### src/rtl/serial_paralelo_pkg.sv
// rtl/serial_paralelo_pkg.sv - shared comma constant and state encoding for the RX deserializer
package serial_paralelo_pkg;

    // Idle/alignment byte the transmitter sends when it has no valid data
    localparam logic [7:0] COMMA = 8'hBC;

    typedef enum logic [1:0] {
        SEARCH = 2'd0,
        ALIGN  = 2'd1,
        ACTIVE = 2'd2
    } state_t;

endpackage

### src/rtl/serial_paralelo_comma_detect.sv
// rtl/serial_paralelo_comma_detect.sv - combinational comma byte compare, shared with the loopback checker
module serial_paralelo_comma_detect
    import serial_paralelo_pkg::*;
#(
    parameter logic [7:0] PATTERN = COMMA
) (
    input  logic [7:0] byte_in,
    output logic       hit
);

    assign hit = (byte_in == PATTERN);

endmodule

### src/rtl/serial_paralelo.sv
// rtl/serial_paralelo.sv - serial-to-parallel deserializer with comma alignment; optional SERIAL_PARALELO_IDLE_CNT_EN adds idle_count
module serial_paralelo
    import serial_paralelo_pkg::*;
#(
    parameter int BC_LOCK = 4
) (
    input  logic       clk_32f,
    input  logic       reset,
    input  logic       data_in,
    output logic [7:0] data_out,
    output logic       valid_out,
    output logic       active
`ifdef SERIAL_PARALELO_IDLE_CNT_EN
    ,
    output logic [7:0] idle_count
`endif
);

    // Commas needed to lock, counting the first hit found while hunting
    localparam logic [4:0] LOCK_CNT = 5'(BC_LOCK);

    state_t     state;
    state_t     state_n;
    logic [7:0] shift_reg;
    logic [7:0] nxt;
    logic [2:0] bit_cnt;
    logic [2:0] bit_cnt_n;
    logic [3:0] bc_cnt;
    logic [3:0] bc_cnt_n;
    logic [7:0] data_out_n;
    logic       valid_out_n;
    logic       active_n;
    logic       is_comma;
    logic       boundary;
`ifdef SERIAL_PARALELO_IDLE_CNT_EN
    logic [7:0] idle_count_n;
`endif

    // The byte as it will look once this cycle's bit is shifted in
    assign nxt      = {shift_reg[6:0], data_in};
    assign boundary = (bit_cnt == 3'd7);

    serial_paralelo_comma_detect #(
        .PATTERN(COMMA)
    ) u_comma_detect (
        .byte_in(nxt),
        .hit    (is_comma)
    );

    // State register
    always_ff @(posedge clk_32f) begin
        if (reset) begin
            state <= SEARCH;
        end else begin
            state <= state_n;
        end
    end

    // Datapath registers: shifter, byte phase, comma run length and outputs
    always_ff @(posedge clk_32f) begin
        if (reset) begin
            shift_reg  <= 8'h00;
            bit_cnt    <= 3'd0;
            bc_cnt     <= 4'd0;
            data_out   <= 8'h00;
            valid_out  <= 1'b0;
            active     <= 1'b0;
`ifdef SERIAL_PARALELO_IDLE_CNT_EN
            idle_count <= 8'h00;
`endif
        end else begin
            shift_reg  <= nxt;
            bit_cnt    <= bit_cnt_n;
            bc_cnt     <= bc_cnt_n;
            data_out   <= data_out_n;
            valid_out  <= valid_out_n;
            active     <= active_n;
`ifdef SERIAL_PARALELO_IDLE_CNT_EN
            idle_count <= idle_count_n;
`endif
        end
    end

    // Next-state and next-output decode; outputs only move at byte boundaries
    always_comb begin
        state_n     = state;
        bit_cnt_n   = bit_cnt + 3'd1;
        bc_cnt_n    = bc_cnt;
        data_out_n  = data_out;
        valid_out_n = valid_out;
        active_n    = active;
`ifdef SERIAL_PARALELO_IDLE_CNT_EN
        idle_count_n = idle_count;
`endif

        case (state)
            SEARCH: begin
                // No byte phase yet: hold the counter until a comma appears at any offset
                bit_cnt_n = bit_cnt;
                if (is_comma) begin
                    bit_cnt_n = 3'd0;
                    bc_cnt_n  = 4'd1;
                    if (LOCK_CNT == 5'd1) begin
                        state_n  = ACTIVE;
                        active_n = 1'b1;
                    end else begin
                        state_n = ALIGN;
                    end
                end
            end

            ALIGN: begin
                if (boundary) begin
                    if (is_comma) begin
                        bc_cnt_n = bc_cnt + 4'd1;
                        if (({1'b0, bc_cnt} + 5'd1) == LOCK_CNT) begin
                            state_n  = ACTIVE;
                            active_n = 1'b1;
                        end
                    end else begin
                        // Broken comma run: the phase guess was wrong, hunt again
                        bc_cnt_n = 4'd0;
                        state_n  = SEARCH;
                    end
                end
            end

            ACTIVE: begin
                // Locked until reset; misalignment is deliberately not tracked
                if (boundary) begin
                    if (is_comma) begin
                        valid_out_n = 1'b0;
`ifdef SERIAL_PARALELO_IDLE_CNT_EN
                        if (idle_count != 8'hFF) begin
                            idle_count_n = idle_count + 8'd1;
                        end
`endif
                    end else begin
                        data_out_n  = nxt;
                        valid_out_n = 1'b1;
`ifdef SERIAL_PARALELO_IDLE_CNT_EN
                        idle_count_n = 8'h00;
`endif
                    end
                end
            end

            default: begin
                state_n   = SEARCH;
                bit_cnt_n = 3'd0;
                bc_cnt_n  = 4'd0;
            end
        endcase
    end

endmodule

### config.mk
export PLATFORM = sky130hd
export DESIGN_NAME = serial_paralelo
export DESIGN_NICKNAME = d
export VERILOG_FILES = /design/src/rtl/serial_paralelo_pkg.sv /design/src/rtl/serial_paralelo_comma_detect.sv /design/src/rtl/serial_paralelo.sv
export SDC_FILE = /design/constraint.sdc
export NUM_CORES = 1
export LEC_CHECK = 0
export ABC_AREA = 1
export CAP_MARGIN = 30
export CORE_MARGIN = 1.5
export CORE_UTILIZATION = 50
export DETAILED_ROUTE_END_ITERATION = 10
export PLACE_DENSITY = 0.75
export SETUP_SLACK_MARGIN = 0.5
export SLEW_MARGIN = 20
export SYNTH_ARGS = -nofsm -noshare
export SYNTH_HDL_FRONTEND = slang
export SYNTH_SLANG_ARGS = --single-unit
### constraint.sdc
create_clock -name clk_32f -period 1.9 [get_ports clk_32f]
set_clock_uncertainty 0.05 [all_clocks]
set_input_delay 0.19 -clock clk_32f [delete_from_list [all_inputs] [get_ports clk_32f]]
set_output_delay 0.19 -clock clk_32f [all_outputs]
set_load 0.02 [all_outputs]
; ---- Word-level counts from Yosys, hierarchy flattened
; Cells that the tools add are included.
[word_totals]
register_bits = 26
input_bits = 3
out_inout_bits = 10
word_cells = 39
[op_classes]
add_sub_neg = 3
eq_ne = 8
muxes = 12
n_bitwise = 2
n_reduce_logical = 7
[ops]
columns = cell, count
row1 = $mux 4, 3
row2 = $pmux 4 s3, 1
row3 = $eq 8x8->1 const B, 1
row4 = $mux 2, 4
row5 = $reduce_and 4->1, 2
row6 = $pmux 2 s3, 1
row7 = $pmux 3 s2, 1
row8 = $reduce_and 3->1, 2
row9 = $add 4x1->5 const B, 1
row10 = $eq 5x3->1 const B, 1
row11 = $add 4x1->4 const B, 1
row12 = $ne 2x2->1 const B, 2
row13 = $add 3x1->3 const B, 1
row14 = $eq 3x3->1 const B, 1
row15 = $mux 3, 1
row16 = $ne 3x3->1 const B, 1
row17 = $eq 2x1->1 const B, 1
row18 = $eq 2x2->1 const B, 1
row19 = $logic_not 2->1, 1
row20 = $not 1->1, 2
row21 = $reduce_and 2->1, 1
row22 = $reduce_or 2->1, 1
row23 = $mux 1, 1

; ---- Longest topological paths before layout
[depth]
word_depth = 6
mapped_depth = 9
depth_no_buf = 9

; ---- By module
; Synthesis repeated with hierarchy kept, for this count alone.
[hier_totals]
hier_cells = 145
area_unflattened_um2 = 1157.4
[modules_own_cells]
columns = module, n_inst, cells_per_inst, area_each_um2, seq_area_each_um2
row1 = serial_paralelo, 1, 135, 1117.3, 520.5
row2 = serial_paralelo_comma_detect, 1, 10, 40.0, 0.0

; ---- Worst setup path before layout
; No wires, ideal clock.
[synth_timing]
path_type = reg-to-reg
startpoint = reg bit_cnt[0]
endpoint = reg bc_cnt[2]
setup_ns = 0.116
arrival_time_ns = 1.182
required_time_ns = 1.734
path_slack_ns = 0.552
stages_incl_launch_ff = 9
path_buffers = 0
period_less_slack_ns = 1.348
path_cell_list = dfxtp_1 ha_1 ha_1 nor2_1 nor2_4 nand2_4 nand2_1 nand2_1 nor2_2
[synth_via]
elab_chain_cells = 3
[synth_rtl]
columns = item, line
row1 = start: declaration, serial_paralelo.sv:26  ; logic [2:0] bit_cnt;
row2 = start signal: assignment, serial_paralelo.sv:73  ; bit_cnt <= bit_cnt_n;
row3 = $eq 3x3->1, serial_paralelo.sv:41  ; assign boundary = (bit_cnt == 3'd7);
row4 = $ne 2x2->1 (no line), --
row5 = $reduce_and 3->1 (no line), --
row6 = end signal: assignment, serial_paralelo.sv:74  ; bc_cnt <= bc_cnt_n;
row7 = end: declaration, serial_paralelo.sv:28  ; logic [3:0] bc_cnt;
; No other way between the ends.
; A chain may end at the register's enable or synchronous reset.

; ---- Final worst setup path
[layout_timing]
startpoint = reg shift_reg[4]
endpoint = reg bit_cnt[2]
[layout_via]
elab_chain_cells = 2
[layout_rtl]
columns = item, line
row1 = start: declaration, serial_paralelo.sv:24  ; logic [7:0] shift_reg;
row2 = start signal: assignment, serial_paralelo.sv:72  ; shift_reg <= nxt;
row3 = $eq 8x8->1, serial_paralelo_comma_detect.sv:11  ; assign hit = (byte_in == PATTERN);
row4 = $ne 2x2->1 (no line), --
; No other way between the ends.

==> flow_summary.json <==
{
  "root_buffer": "clkbuf_4",
  "rsz0062_at_grt": "false",
  "path_clk_slew_ps": 140,
  "antenna_found_initial": 0,
  "fmax_ghz": 0.744,
  "powerDensity_nw_per_um2": 904,
  "synth_warnings": 0,
  "outcome": "complete, no violations",
  "ys_types": 19,
  "die_h_um": 51.0,
  "grtUsageTotal": 0.192,
  "synthMuxAreaShare": 0,
  "cts_buffer_depth": 2,
  "yosys.area_share.simple": 0.301,
  "ys_seq_elements": 26,
  "finalCriticalPeriod_ps": 1340,
  "via_count": 973,
  "synth_common_cells": "nand2_1, dfxtp_1, inv_1",
  "drc": 0,
  "insertion_delay_ps": 330,
  "cpPeakStageDelay_ps": 420,
  "clock_sinks": 26,
  "routed_via_density": 4.96,
  "crit_required_ps": 2090,
  "cp-start-kind": "register",
  "antenna_cells": 0,
  "slew-limit-headroom": 0.821,
  "grt_pass1_vias": 890,
  "rr_worst_depth": 7,
  "setup_viol": 0,
  "arrival_ps": 1530,
  "synth.net_count": 160,
  "holdPathEnd": "shift_reg[0]$_SDFF_PP0_",
  "ant_nets": 0,
  "syn_inst": 151,
  "avgSynthCellArea_um2": 7.62,
  "fin_ws_ps": 556,
  "drt_iter0_markers": 11,
  "finalHoldViolCount": 0,
  "hold_slack_ps": 387,
  "wl_um": 2250,
  "place_area_um2": 1310,
  "overflow": 0,
  "ios": 13,
  "rrSetupSlack_ps": 560,
  "whs_path_depth": 3,
  "die_x_um": 51.0,
  "fillers": 203,
  "grt_pass1_wl_um": 3590,
  "regToRegStartpoint": "shift_reg[4]$_SDFF_PP0_",
  "htree_levels": 1,
  "dr.pass1.iters": 4,
  "numPortBuffers": 12,
  "end_kind": "register",
  "path_class": "reg2reg",
  "drv_cap": 0,
  "synth_top_area_frac": 0.452,
  "ys_async_sr_fraction": 0,
  "synth_xor_area_frac": 0.00761,
  "peakVddDrop_uv": 489,
  "area_delta_synth_final_pct": 21.1,
  "p_total_uw": 1260,
  "synth.largest_area_cell": "dfxtp_1",
  "placementRows": 17,
  "synthesis.area_um2": 1150,
  "synth_top_family_by_area": "simple AND/OR/NAND/NOR gates",
  "multi_input_area_um2": 587,
  "ys_seq_area_frac": 0.452,
  "gp_congestion": 0.804,
  "hold_path.startpoint": "data_in",
  "wl_per_cell_um": 11.5,
  "synth_fa_ha_area_frac": 0.0652,
  "critPathMaxFanout": 10,
  "fin_crit_sh": 0.707,
  "numCtsBuffers": 3,
  "cts_tree": "built",
  "path_cells": "nand2_1 > nor2_2 > nand2_4 > nand2_8 > inv_1 > a21oi_1 > nor2_1",
  "layout.nets": 178,
  "drive_gt1_frac": 0.179,
  "start_util": 0.525,
  "post-place-ws_ps": 344,
  "startpoint": "shift_reg[4]$_SDFF_PP0_",
  "r2r-end": "bit_cnt[2]$_SDFFE_PP0P_",
  "ys.flop_type": "dfxtp_1",
  "ys_top_cells_by_area": "dfxtp_1, nand2_1, inv_1",
  "fp.coreArea_um2": 2190,
  "drv_slew": 0,
  "seqCellArea_um2": 524,
  "setup_tns_ps": 0,
  "dieArea_um2": 2600,
  "crit_slowest_cell": "dfxtp_1",
  "leakage_uw": 0.000594,
  "min_path_type": "in2reg",
  "largest_reg_flops": 8,
  "tightest_slew_ps": 268,
  "grt_max_degree": 17,
  "hpwl_um": 1640,
  "stdcell_area_um2": 1390,
  "synth_edf_count": 0,
  "synth_compound_area_frac": 0.0913,
  "yosys.cell_count.top_type": "nand2_1"
}
area by class of cell:
| class | count | share of cell area |
|---|---|---|
| clock buffer | 4 | 0.0260 |
| inverter | 23 | 0.0637 |
| multi-input combinational | 101 | 0.421 |
| sequential | 26 | 0.376 |
| tap | 28 | 0.0251 |
| timing repair buffer | 14 | 0.0880 |
worst max path at each step:
stage,cells past startpoint,endpoint,slack (ps)
2_1_floorplan,8,bc_cnt[2]$_SDFFE_PP0P_,550
3_3_place_gp,9,bit_cnt[1]$_SDFFE_PP0P_,380
3_5_place_dp,9,bit_cnt[2]$_SDFFE_PP0P_,340
4_1_cts,7,data_out[0]$_SDFFE_PP0P_,500
5_1_grt,6,bc_cnt[0]$_SDFFE_PP0P_,500
6_report,7,bit_cnt[2]$_SDFFE_PP0P_,560
layer usage:
metal	GRT usage	wire, um	vias up
met4	0.144	63	0
met5	0	0	-
li1	-	-	508
met3	0.0439	65	5
met1	0.197	989	445
met2	0.335	1130	15
per-stage QoR:
| stage | util | cells |
|---|---|---|
| 2_1_floorplan | - | 151 |
| 3_3_place_gp | 0.596 | 190 |
| 3_5_place_dp | 0.596 | 190 |
| 4_1_cts | 0.612 | 194 |
| 5_1_grt | 0.636 | 196 |
| 6_report | 0.636 | 196 |
cell families after synthesis:
| family | Yosys count |
|---|---|
| and+or+nand+nor | 72 |
| DFF | 26 |
| buffers and inverters | 25 |
| AOI/OAI and AO/OA | 21 |
| adders and majority gates | 6 |
| xor gates and xnor gates | 1 |
cells in the final DEF, fill, tap and decap left out, types with 3 or more instances in the layout:
cell | synthesis | routed
dfxtp_1 | 26 | 23
nor2_2 | 4 | 4
a21oi_1 | 15 | 15
ha_2 | 0 | 4
clkbuf_4 | 0 | 3
nand3_1 | 12 | 12
o21ai_0 | 6 | 6
dlygate4sd2_1 | 0 | 10
nor2_1 | 17 | 16
nand2_1 | 30 | 28
inv_1 | 23 | 21
nand2_4 | 2 | 3
nand2_2 | 1 | 3
dfxtp_2 | 0 | 3
report_power, final:
group | leakage [uW] | internal, uW | switching (uW) | total (uW)
registers | 0.000212 | 592 | 28.0 | 620
clock network | 0.0000210 | 117 | 169 | 287
logic | 0.000360 | 142 | 212 | 354
worst max-delay path: cells and delay by family (launching register included):
kind | cells | cell delay, ps
AOI/OAI and AO/OA | 1 | 130
DFF | 1 | 420
and+or+nand+nor | 5 | 570
buffers and inverters | 1 | 80
timing repair:
action,CTS,global route
gates resized for setup,15,13
pin swaps,1,2
hold buffers,0,0
gates cloned,0,1
setup endpoints to repair,25,15
setup buffers,0,1
(Power assumes the default switching activity.)
